**config.mk**
```make
export PLATFORM = sky130hd
export DESIGN_NAME = phy_mdio_ctrl_flat
export DESIGN_NICKNAME = d
export VERILOG_FILES = /design/src/rtl/phy_mdio_pkg.sv /design/src/rtl/phy_mdio_if.sv /design/src/rtl/mdio_clk_gen.sv /design/src/rtl/phy_mdio_ctrl.sv /design/src/flat_wrapper.sv
export SDC_FILE = /design/constraint.sdc
export NUM_CORES = 1
export LEC_CHECK = 0
export ABC_AREA = 1
export CORE_MARGIN = 8
export CORE_UTILIZATION = 49
export CTS_CLUSTER_DIAMETER = 100
export DETAILED_ROUTE_END_ITERATION = 12
export PLACE_DENSITY_LB_ADDON = 0.1
export SYNTH_ARGS = -nofsm -noshare
export SYNTH_HDL_FRONTEND = slang
export SYNTH_HIERARCHICAL = 1
export SYNTH_SLANG_ARGS = --single-unit
export TNS_END_PERCENT = 1
```
**constraint.sdc**
```tcl
create_clock -name rgmii_clk_in -period 3.25 [get_ports rgmii_clk_in]
set_input_delay 0.65 -clock rgmii_clk_in [delete_from_list [all_inputs] [get_ports rgmii_clk_in]]
set_output_delay 0.65 -clock rgmii_clk_in [all_outputs]
set_load 0.005 [all_outputs]
```
**src/rtl/phy_mdio_pkg.sv**
```systemverilog
// Shared types and frame constants for the Clause 22 MDIO master.
package phy_mdio_pkg;

    typedef enum logic [2:0] {
        ST_IDLE,
        ST_WAIT_F,
        ST_PRE,
        ST_HDR,
        ST_TA,
        ST_DATA,
        ST_DONE
    } mdio_state_t;

    localparam logic [1:0] MDIO_ST    = 2'b01;
    localparam logic [1:0] MDIO_OP_WR = 2'b01;
    localparam logic [1:0] MDIO_OP_RD = 2'b10;
    localparam logic [1:0] MDIO_TA_WR = 2'b10;

    localparam logic [5:0] HDR_BITS  = 6'd14;
    localparam logic [5:0] TA_BITS   = 6'd2;
    localparam logic [5:0] DATA_BITS = 6'd16;

    // Everything after the preamble, MSB first: ST, OP, PHY, REG, TA, DATA.
    // Reads carry zeros in the data field; those bits are never driven.
    function automatic logic [31:0] mdio_frame(input logic        rd,
                                               input logic [4:0]  phy,
                                               input logic [4:0]  regad,
                                               input logic [15:0] wdata);
        mdio_frame = {MDIO_ST, (rd ? MDIO_OP_RD : MDIO_OP_WR), phy, regad,
                      MDIO_TA_WR, (rd ? 16'h0000 : wdata)};
    endfunction

endpackage

```
**src/rtl/phy_mdio_if.sv**
```systemverilog
// Request/response bus between the PHY configuration logic and the MDIO master.
interface phy_mdio_if;

    logic        req_valid;
    logic        req_ready;
    logic        req_rd;
    logic [4:0]  req_phy;
    logic [4:0]  req_reg;
    logic [15:0] req_wdata;
    logic        rsp_valid;
    logic [15:0] rsp_rdata;

    modport master (
        output req_valid, req_rd, req_phy, req_reg, req_wdata,
        input  req_ready, rsp_valid, rsp_rdata
    );

    modport slave (
        input  req_valid, req_rd, req_phy, req_reg, req_wdata,
        output req_ready, rsp_valid, rsp_rdata
    );

endinterface

```
**src/rtl/mdio_clk_gen.sv**
```systemverilog
// Free-running MDC divider; ticks flag the cycle whose closing edge toggles MDC.
module mdio_clk_gen #(
    parameter int MDC_HALF = 25
) (
    input  logic rgmii_clk_in,
    input  logic sys_rst,
    output logic mdc_out,
    output logic rise_tick,
    output logic fall_tick
);

    localparam int               CNT_W    = (MDC_HALF > 1) ? $clog2(MDC_HALF) : 1;
    localparam logic [CNT_W-1:0] CNT_LAST = CNT_W'(MDC_HALF - 1);

    logic [CNT_W-1:0] cnt;
    logic             wrap;

    assign wrap      = (cnt == CNT_LAST);
    assign rise_tick = wrap && !mdc_out;
    assign fall_tick = wrap &&  mdc_out;

    // Half-period counter; MDC toggles each time it wraps.
    always_ff @(posedge rgmii_clk_in) begin
        if (sys_rst) begin
            cnt     <= '0;
            mdc_out <= 1'b0;
        end else if (wrap) begin
            cnt     <= '0;
            mdc_out <= ~mdc_out;
        end else begin
            cnt     <= cnt + CNT_W'(1);
        end
    end

endmodule

```
**src/rtl/phy_mdio_ctrl.sv**
```systemverilog
// Clause 22 MDIO master: serialises one read/write request per frame.
module phy_mdio_ctrl
    import phy_mdio_pkg::*;
#(
    parameter int MDC_HALF = 25,
    parameter int PRE_LEN  = 32
) (
    input  logic       rgmii_clk_in,
    input  logic       sys_rst,
    phy_mdio_if.slave  cmd,
    output logic       mdc_out,
    output logic       mdio_o,
    output logic       mdio_t,
    input  logic       mdio_i
);

    localparam logic [5:0] PRE_CNT = 6'(PRE_LEN - 1);

    logic        rise_tick;
    logic        fall_tick;

    mdio_state_t state, state_nxt;
    logic [5:0]  bit_cnt, bit_cnt_nxt;
    logic [31:0] tx_sh, tx_sh_nxt;
    logic        rd_q, rd_nxt;
    logic        mdio_o_nxt, mdio_t_nxt;
    logic        rsp_valid_nxt;
    logic [15:0] rsp_rdata_nxt;
    logic [15:0] rx_sh;
    logic        mdio_i_p0, mdio_i_p1;
    logic        tx_bit;

    mdio_clk_gen #(.MDC_HALF(MDC_HALF)) u_clk_gen (
        .rgmii_clk_in (rgmii_clk_in),
        .sys_rst      (sys_rst),
        .mdc_out      (mdc_out),
        .rise_tick    (rise_tick),
        .fall_tick    (fall_tick)
    );

    assign cmd.req_ready = (state == ST_IDLE);

    // During a read the line is released from TA onward, so keep the idle level.
    assign tx_bit = rd_q ? 1'b1 : tx_sh[31];

    // Next-state and output decode; outbound bits only move on fall_tick.
    always_comb begin
        state_nxt     = state;
        bit_cnt_nxt   = bit_cnt;
        tx_sh_nxt     = tx_sh;
        rd_nxt        = rd_q;
        mdio_o_nxt    = mdio_o;
        mdio_t_nxt    = mdio_t;
        rsp_valid_nxt = 1'b0;
        rsp_rdata_nxt = cmd.rsp_rdata;
        unique case (state)
            ST_IDLE: begin
                if (cmd.req_valid) begin
                    state_nxt = ST_WAIT_F;
                    rd_nxt    = cmd.req_rd;
                    tx_sh_nxt = mdio_frame(cmd.req_rd, cmd.req_phy, cmd.req_reg, cmd.req_wdata);
                end
            end
            ST_WAIT_F: begin
                if (fall_tick) begin
                    state_nxt   = ST_PRE;
                    bit_cnt_nxt = PRE_CNT;
                    mdio_o_nxt  = 1'b1;
                    mdio_t_nxt  = 1'b0;
                end
            end
            ST_PRE: begin
                if (fall_tick) begin
                    if (bit_cnt == 6'd0) begin
                        state_nxt   = ST_HDR;
                        bit_cnt_nxt = HDR_BITS - 6'd1;
                        mdio_o_nxt  = tx_sh[31];
                        tx_sh_nxt   = {tx_sh[30:0], 1'b0};
                    end else begin
                        bit_cnt_nxt = bit_cnt - 6'd1;
                    end
                end
            end
            ST_HDR: begin
                if (fall_tick) begin
                    if (bit_cnt == 6'd0) begin
                        state_nxt   = ST_TA;
                        bit_cnt_nxt = TA_BITS - 6'd1;
                        mdio_o_nxt  = tx_bit;
                        mdio_t_nxt  = rd_q;
                    end else begin
                        bit_cnt_nxt = bit_cnt - 6'd1;
                        mdio_o_nxt  = tx_sh[31];
                    end
                    tx_sh_nxt = {tx_sh[30:0], 1'b0};
                end
            end
            ST_TA: begin
                if (fall_tick) begin
                    if (bit_cnt == 6'd0) begin
                        state_nxt   = ST_DATA;
                        bit_cnt_nxt = DATA_BITS - 6'd1;
                    end else begin
                        bit_cnt_nxt = bit_cnt - 6'd1;
                    end
                    mdio_o_nxt = tx_bit;
                    tx_sh_nxt  = {tx_sh[30:0], 1'b0};
                end
            end
            ST_DATA: begin
                if (fall_tick) begin
                    if (bit_cnt == 6'd0) begin
                        state_nxt  = ST_DONE;
                        mdio_o_nxt = 1'b1;
                        mdio_t_nxt = 1'b1;
                    end else begin
                        bit_cnt_nxt = bit_cnt - 6'd1;
                        mdio_o_nxt  = tx_bit;
                        tx_sh_nxt   = {tx_sh[30:0], 1'b0};
                    end
                end
            end
            ST_DONE: begin
                if (fall_tick) begin
                    state_nxt     = ST_IDLE;
                    rsp_valid_nxt = 1'b1;
                    rsp_rdata_nxt = rd_q ? rx_sh : 16'h0000;
                end
            end
            default: state_nxt = ST_IDLE;
        endcase
    end

    // Control state and pad-facing outputs; reset abandons any frame in flight.
    always_ff @(posedge rgmii_clk_in) begin
        if (sys_rst) begin
            state         <= ST_IDLE;
            bit_cnt       <= 6'd0;
            mdio_o        <= 1'b1;
            mdio_t        <= 1'b1;
            cmd.rsp_valid <= 1'b0;
            cmd.rsp_rdata <= 16'h0000;
        end else begin
            state         <= state_nxt;
            bit_cnt       <= bit_cnt_nxt;
            mdio_o        <= mdio_o_nxt;
            mdio_t        <= mdio_t_nxt;
            cmd.rsp_valid <= rsp_valid_nxt;
            cmd.rsp_rdata <= rsp_rdata_nxt;
        end
    end

    // Frame shift register and request type; only meaningful outside IDLE.
    always_ff @(posedge rgmii_clk_in) begin
        tx_sh <= tx_sh_nxt;
        rd_q  <= rd_nxt;
    end

    // Two-flop synchroniser for the asynchronous pad input.
    always_ff @(posedge rgmii_clk_in) begin
        mdio_i_p0 <= mdio_i;
        mdio_i_p1 <= mdio_i_p0;
    end

    // Read data is captured on MDC rising edges, MSB first.
    always_ff @(posedge rgmii_clk_in) begin
        if (state == ST_DATA && rise_tick) begin
            rx_sh <= {rx_sh[14:0], mdio_i_p1};
        end
    end

endmodule
```
**src/flat_wrapper.sv**
```systemverilog
// flat-port wrapper written by rule: the top's interface ports become plain ports
module phy_mdio_ctrl_flat import phy_mdio_pkg::*;
#(
    parameter int MDC_HALF = 25,
    parameter int PRE_LEN  = 32
)
  (rgmii_clk_in, sys_rst, mdc_out, mdio_o, mdio_t, mdio_i, cmd_req_valid, cmd_req_rd, cmd_req_phy, cmd_req_reg, cmd_req_wdata, cmd_req_ready, cmd_rsp_valid, cmd_rsp_rdata);
  phy_mdio_if cmd_i ();
  input  logic rgmii_clk_in;
  input  logic sys_rst;
  output logic mdc_out;
  output logic mdio_o;
  output logic mdio_t;
  input  logic mdio_i;
  input wire logic [$bits(cmd_i.req_valid)-1:0] cmd_req_valid;
  input wire logic [$bits(cmd_i.req_rd)-1:0] cmd_req_rd;
  input wire logic [$bits(cmd_i.req_phy)-1:0] cmd_req_phy;
  input wire logic [$bits(cmd_i.req_reg)-1:0] cmd_req_reg;
  input wire logic [$bits(cmd_i.req_wdata)-1:0] cmd_req_wdata;
  output wire logic [$bits(cmd_i.req_ready)-1:0] cmd_req_ready;
  output wire logic [$bits(cmd_i.rsp_valid)-1:0] cmd_rsp_valid;
  output wire logic [$bits(cmd_i.rsp_rdata)-1:0] cmd_rsp_rdata;
  assign cmd_i.req_valid = cmd_req_valid;
  assign cmd_i.req_rd = cmd_req_rd;
  assign cmd_i.req_phy = cmd_req_phy;
  assign cmd_i.req_reg = cmd_req_reg;
  assign cmd_i.req_wdata = cmd_req_wdata;
  assign cmd_req_ready = cmd_i.req_ready;
  assign cmd_rsp_valid = cmd_i.rsp_valid;
  assign cmd_rsp_rdata = cmd_i.rsp_rdata;
  phy_mdio_ctrl #(.MDC_HALF(MDC_HALF), .PRE_LEN(PRE_LEN)) u_core (.rgmii_clk_in(rgmii_clk_in), .sys_rst(sys_rst), .cmd(cmd_i), .mdc_out(mdc_out), .mdio_o(mdio_o), .mdio_t(mdio_t), .mdio_i(mdio_i));
endmodule
```
==> results.txt <==
The slowest stage of the critical path is the sky130_fd_sc_hd__nor2_2 cell. The commonest cells after synthesis are sky130_fd_sc_hd__nand2_1 (103), sky130_fd_sc_hd__edfxtp_1 (49), sky130_fd_sc_hd__inv_1 (46). The number of buffers between clock root and the deepest sink came out at 2.

The max-slew headroom at the worst pin is 0.464. For the pin with the worst max-slew slack, the measured transition is 803 ps. Once the clock tree was built, the resizer swapped 0 gates to a different size. The total of buffers placed on input and output ports was 51. The endpoint arrival time on the critical path is 2710 ps. The DRC violations left is 0, and the DRC marker count from the first detailed-route iteration is 109. Summed over all nets, the half-perimeter wirelength after detailed placement is 5050 um.

The run gives 7320 um as the total length of routed wires. The area fraction in compound gates after synthesis is 0.0646. The type of the tightest min-delay check was register to register.

The kind of cell with the highest combined delay along the critical path is simple AND/OR/NAND/NOR gates. The flow ran to the end, and the final reports show no timing, DRC or antenna violations. Entering global routing, the biggest net connects 33 pins. Setup repair after global routing left no endpoint under its margin. The sequential share of the synthesized area came out at 0.593. Global routing finished with a remaining overflow of 0. The synthesized netlist occupies a cell area of 3700 um^2.

During I/O placement, the number of pins put on the boundary was 52. The async set-or-reset flop fraction in the synthesized netlist is 0, and the final worst setup slack is 828 ps. The smallest clock period supported by the final layout is computed as 2420 ps.

The analysis attributes to cell leakage a power of 0.00196 uW. The area share of fa/ha/maj cells after synthesis is 0.0102. Counting the fill cells in the layout gives 672. The share of the clock period used by the worst path after layout works out to 0.745. The post-CTS clock slew at the launch and capture registers of the worst setup and hold paths was 80 ps. Startpoint-to-endpoint class of the critical path: register to register. The area share of xor/xnor cells in the synthesized design works out to 0.00948. The core region area came out at 7290 um^2. Post-CTS timing repair inserted 0 buffers for setup. Traced cell by cell, the critical path runs through inv_1 > ha_1 > nand2_1 > inv_1 > nand3_1 > inv_1 > nand2_1 > nor2_2 > nand3_1 > nand2_1. The area growth from synthesis to layout came out at 22.3%. The tools report the count of pins over their slew limit as 0. The H-tree was split into 3 levels. The proportion of synthesized area in mux cells came out at 0. Share of layout cells above drive strength 1: 0.0974. Clock sink count: 85. The cell count after synthesis came out at 408. After synthesis the netlist holds a flip-flop and latch count of 85. In the routed layout, each cell is associated on average with a via count of 4.98. The power per cell area is 793 nW/um^2. The startpoint type of the worst setup path is a register.

By area the synthesized netlist is led by sky130_fd_sc_hd__edfxtp_1 (40%), sky130_fd_sc_hd__dfxtp_1 (19%), sky130_fd_sc_hd__nand2_1 (10%), sky130_fd_sc_hd__nand3_1 (6.0%), sky130_fd_sc_hd__inv_1 (4.7%). Once detail routing completed, the nets flagged for antenna violations numbered 0. The total negative slack was 0 ps; the buffer and inverter count on the worst path was 3. The logs give 0 for the final antenna diode count and 3590 uW for the total power. Number of nets in the synthesized netlist: 442. The final weighted congestion in routability-driven placement is 0.922, and the count of TritonRoute iterations in the first routing pass is 4. The tool flagged a number of max-cap violations equal to 0.

Each instance of the synthesized netlist takes up on average 9.06 um^2. The tools report the number of setup violations in the final report as 0. The tools report the overall global routing resource usage as 0.146. The required time at the endpoint of the critical path came out at 3540 ps. The die covers 10600 um^2. The number of different library cells used by synthesis comes to 32. Flip-flop cell with the highest count after synthesis: sky130_fd_sc_hd__edfxtp_1.

The die extent in x was 103 um; the initial core utilization was 0.507. The logs give 2796 for the number of vias after detailed routing and 12200 um for the wire length of the first global-routing pass. The number of failing hold endpoints at the final stage was 0; the insertion delay to the later sink of the worst-skew pair was 350 ps. TritonCTS built the clock tree.

In this run the worst path has a maximum fanout of 17. The number of global-route vias before repair was 2676; the average wire per cell in the routed design was 13.0 um. The post-synthesis simple-gate area fraction works out to 0.247. In the final design database the tool counted 491 nets. Summed over all instances, the cell type with the most area after synthesis is sky130_fd_sc_hd__edfxtp_1.

Across the VDD grid, the largest voltage drop is 0.000647 V. The setup slack of the worst register-to-register path came out at 830 ps. The count of flip-flops with a built-in enable after synthesis works out to 49. Largest family of logic cells by synthesized area: simple AND/OR/NAND/NOR gates. Static timing analysis puts the maximum clock frequency at 0.413 GHz. For the number of hold buffers added after CTS, the log shows 0.

The run gives 31 as the number of rows created at floorplan. The root buffer cell was sky130_fd_sc_hd__clkbuf_8. For this run, the slowest stage of the critical path takes 690 ps.

Timing analysis after detailed placement gives a worst setup slack of 870 ps. The tools report the type of destination of the critical path as a register. The die is 103 um tall. The run gives 0 as the initial antenna violation count. The number of clock buffers added by TritonCTS is 9. For this run, the number of Yosys warnings is 6. The clock arrives with 6.81 ps of skew. The most common cell in the synthesized netlist is sky130_fd_sc_hd__nand2_1. Proportion of netlist area held by the largest area contributor: 0.398.
## cell families (layout without fill, tap and decap cells)
group,Yosys count,in the layout
AO/OA/AOI/OAI,39,39
XOR/XNOR,4,4
adder cells (fa/ha/maj),3,3
buffers and inverters,66,120
flip-flops,85,85
AND/OR/NAND/NOR,211,211
## metrics by stage
stage               std cells  cell area (um^2)  hold WS (ps)  utilization
global placement          545              4270           311        0.585
floorplan                 408              3700           310            -
CTS                       561              4520           339        0.620
detailed placement        545              4270           318        0.585
global route              561              4520           341        0.620
finish                    561              4520           337        0.620
## report_power, final
group / switching, uW / total [uW] / leakage [uW] / internal [uW]
sequential: 112 / 1650 / 0.000755 / 1540
combinational: 680 / 998 / 0.00107 / 318
clock: 373 / 933 / 0.000129 / 559
## placed cells by master (no fill, tap or decap)
| cell type | netlist | final |
|---|---|---|
| sky130_fd_sc_hd__nand2_1 | 103 | 103 |
| sky130_fd_sc_hd__clkdlybuf4s50_1 | 0 | 51 |
| sky130_fd_sc_hd__edfxtp_1 | 49 | 49 |
| sky130_fd_sc_hd__inv_1 | 46 | 46 |
| sky130_fd_sc_hd__nand3_1 | 44 | 44 |
| sky130_fd_sc_hd__nor2_1 | 41 | 40 |
| sky130_fd_sc_hd__dfxtp_1 | 36 | 36 |
| sky130_fd_sc_hd__o21ai_0 | 14 | 14 |
| sky130_fd_sc_hd__clkbuf_8 | 0 | 9 |
| sky130_fd_sc_hd__a21oi_1 | 8 | 8 |
| sky130_fd_sc_hd__o21ai_2 | 7 | 7 |
| sky130_fd_sc_hd__nor2_2 | 5 | 6 |
| sky130_fd_sc_hd__nand4_1 | 6 | 6 |
| sky130_fd_sc_hd__inv_2 | 4 | 4 |
| sky130_fd_sc_hd__nand2_2 | 4 | 4 |
| sky130_fd_sc_hd__bufinv_16 | 0 | 3 |
| sky130_fd_sc_hd__o21ai_1 | 3 | 3 |
| sky130_fd_sc_hd__xnor2_1 | 3 | 3 |
| sky130_fd_sc_hd__ha_1 | 3 | 3 |
| sky130_fd_sc_hd__buf_4 | 3 | 3 |
| sky130_fd_sc_hd__nand3_2 | 2 | 2 |
| sky130_fd_sc_hd__nor3_1 | 2 | 2 |
| sky130_fd_sc_hd__a21o_1 | 2 | 2 |
| sky130_fd_sc_hd__o22ai_1 | 2 | 2 |
| sky130_fd_sc_hd__or2_2 | 2 | 2 |
| sky130_fd_sc_hd__clkbuf_16 | 0 | 1 |
| sky130_fd_sc_hd__inv_6 | 0 | 1 |
| sky130_fd_sc_hd__clkinv_2 | 0 | 1 |
| sky130_fd_sc_hd__clkbuf_1 | 4 | 1 |
| sky130_fd_sc_hd__nor2_4 | 1 | 1 |
| sky130_fd_sc_hd__or2_1 | 1 | 1 |
| sky130_fd_sc_hd__o21a_1 | 1 | 1 |
| sky130_fd_sc_hd__o221ai_1 | 1 | 1 |
| sky130_fd_sc_hd__xor2_1 | 1 | 1 |
| sky130_fd_sc_hd__a21oi_2 | 1 | 1 |
## routing by layer
metal	global-route usage	routed length (um)	vias to the layer above
li1	-	-	1419
met1	0.190	3390	1289
met5	0	0	-
met4	0.0556	87	0
met3	0.0398	464	7
met2	0.227	3380	81
## registers in the layout, summed over array words and instances (netlist names)
register and count:
u_core/mdio_i_p0 1, u_core/mdio_o 1, u_core/bit_cnt 6, u_core/u_clk_gen/mdc_out 1, u_core/rx_sh 16, u_core/cmd.rsp_rdata 16
u_core/tx_sh 32, u_core/u_clk_gen/cnt 5, u_core/mdio_t 1, u_core/cmd.rsp_valid 1, u_core/state 3, u_core/rd_q 1
u_core/mdio_i_p1 1
## path summary, 6_finish.rpt
kind | startpoint | to | cells past startpoint
setup / recovery | u_core/u_clk_gen/cnt[0] | u_core/cmd.rsp_rdata[5] | 10
hold / removal | u_core/mdio_i_p0 | u_core/mdio_i_p1 | 0
setup reg to reg | u_core/u_clk_gen/cnt[0] | u_core/cmd.rsp_rdata[5] | 10
hold reg to reg | u_core/mdio_i_p0 | u_core/mdio_i_p1 | 0
## layout make-up
| class | instances | area (um^2) | area share |
|---|---|---|---|
| clock inverter | 5 | 104 | 0.0230 |
| inverter | 50 | 188 | 0.0415 |
| tap | 99 | 124 | 0.0274 |
| sequential | 85 | 2190 | 0.485 |
| timing repair buffer | 54 | 533 | 0.118 |
| multi-input combinational | 257 | 1230 | 0.272 |
| clock buffer | 11 | 153 | 0.0338 |
Power figures use the tool's default switching activity.
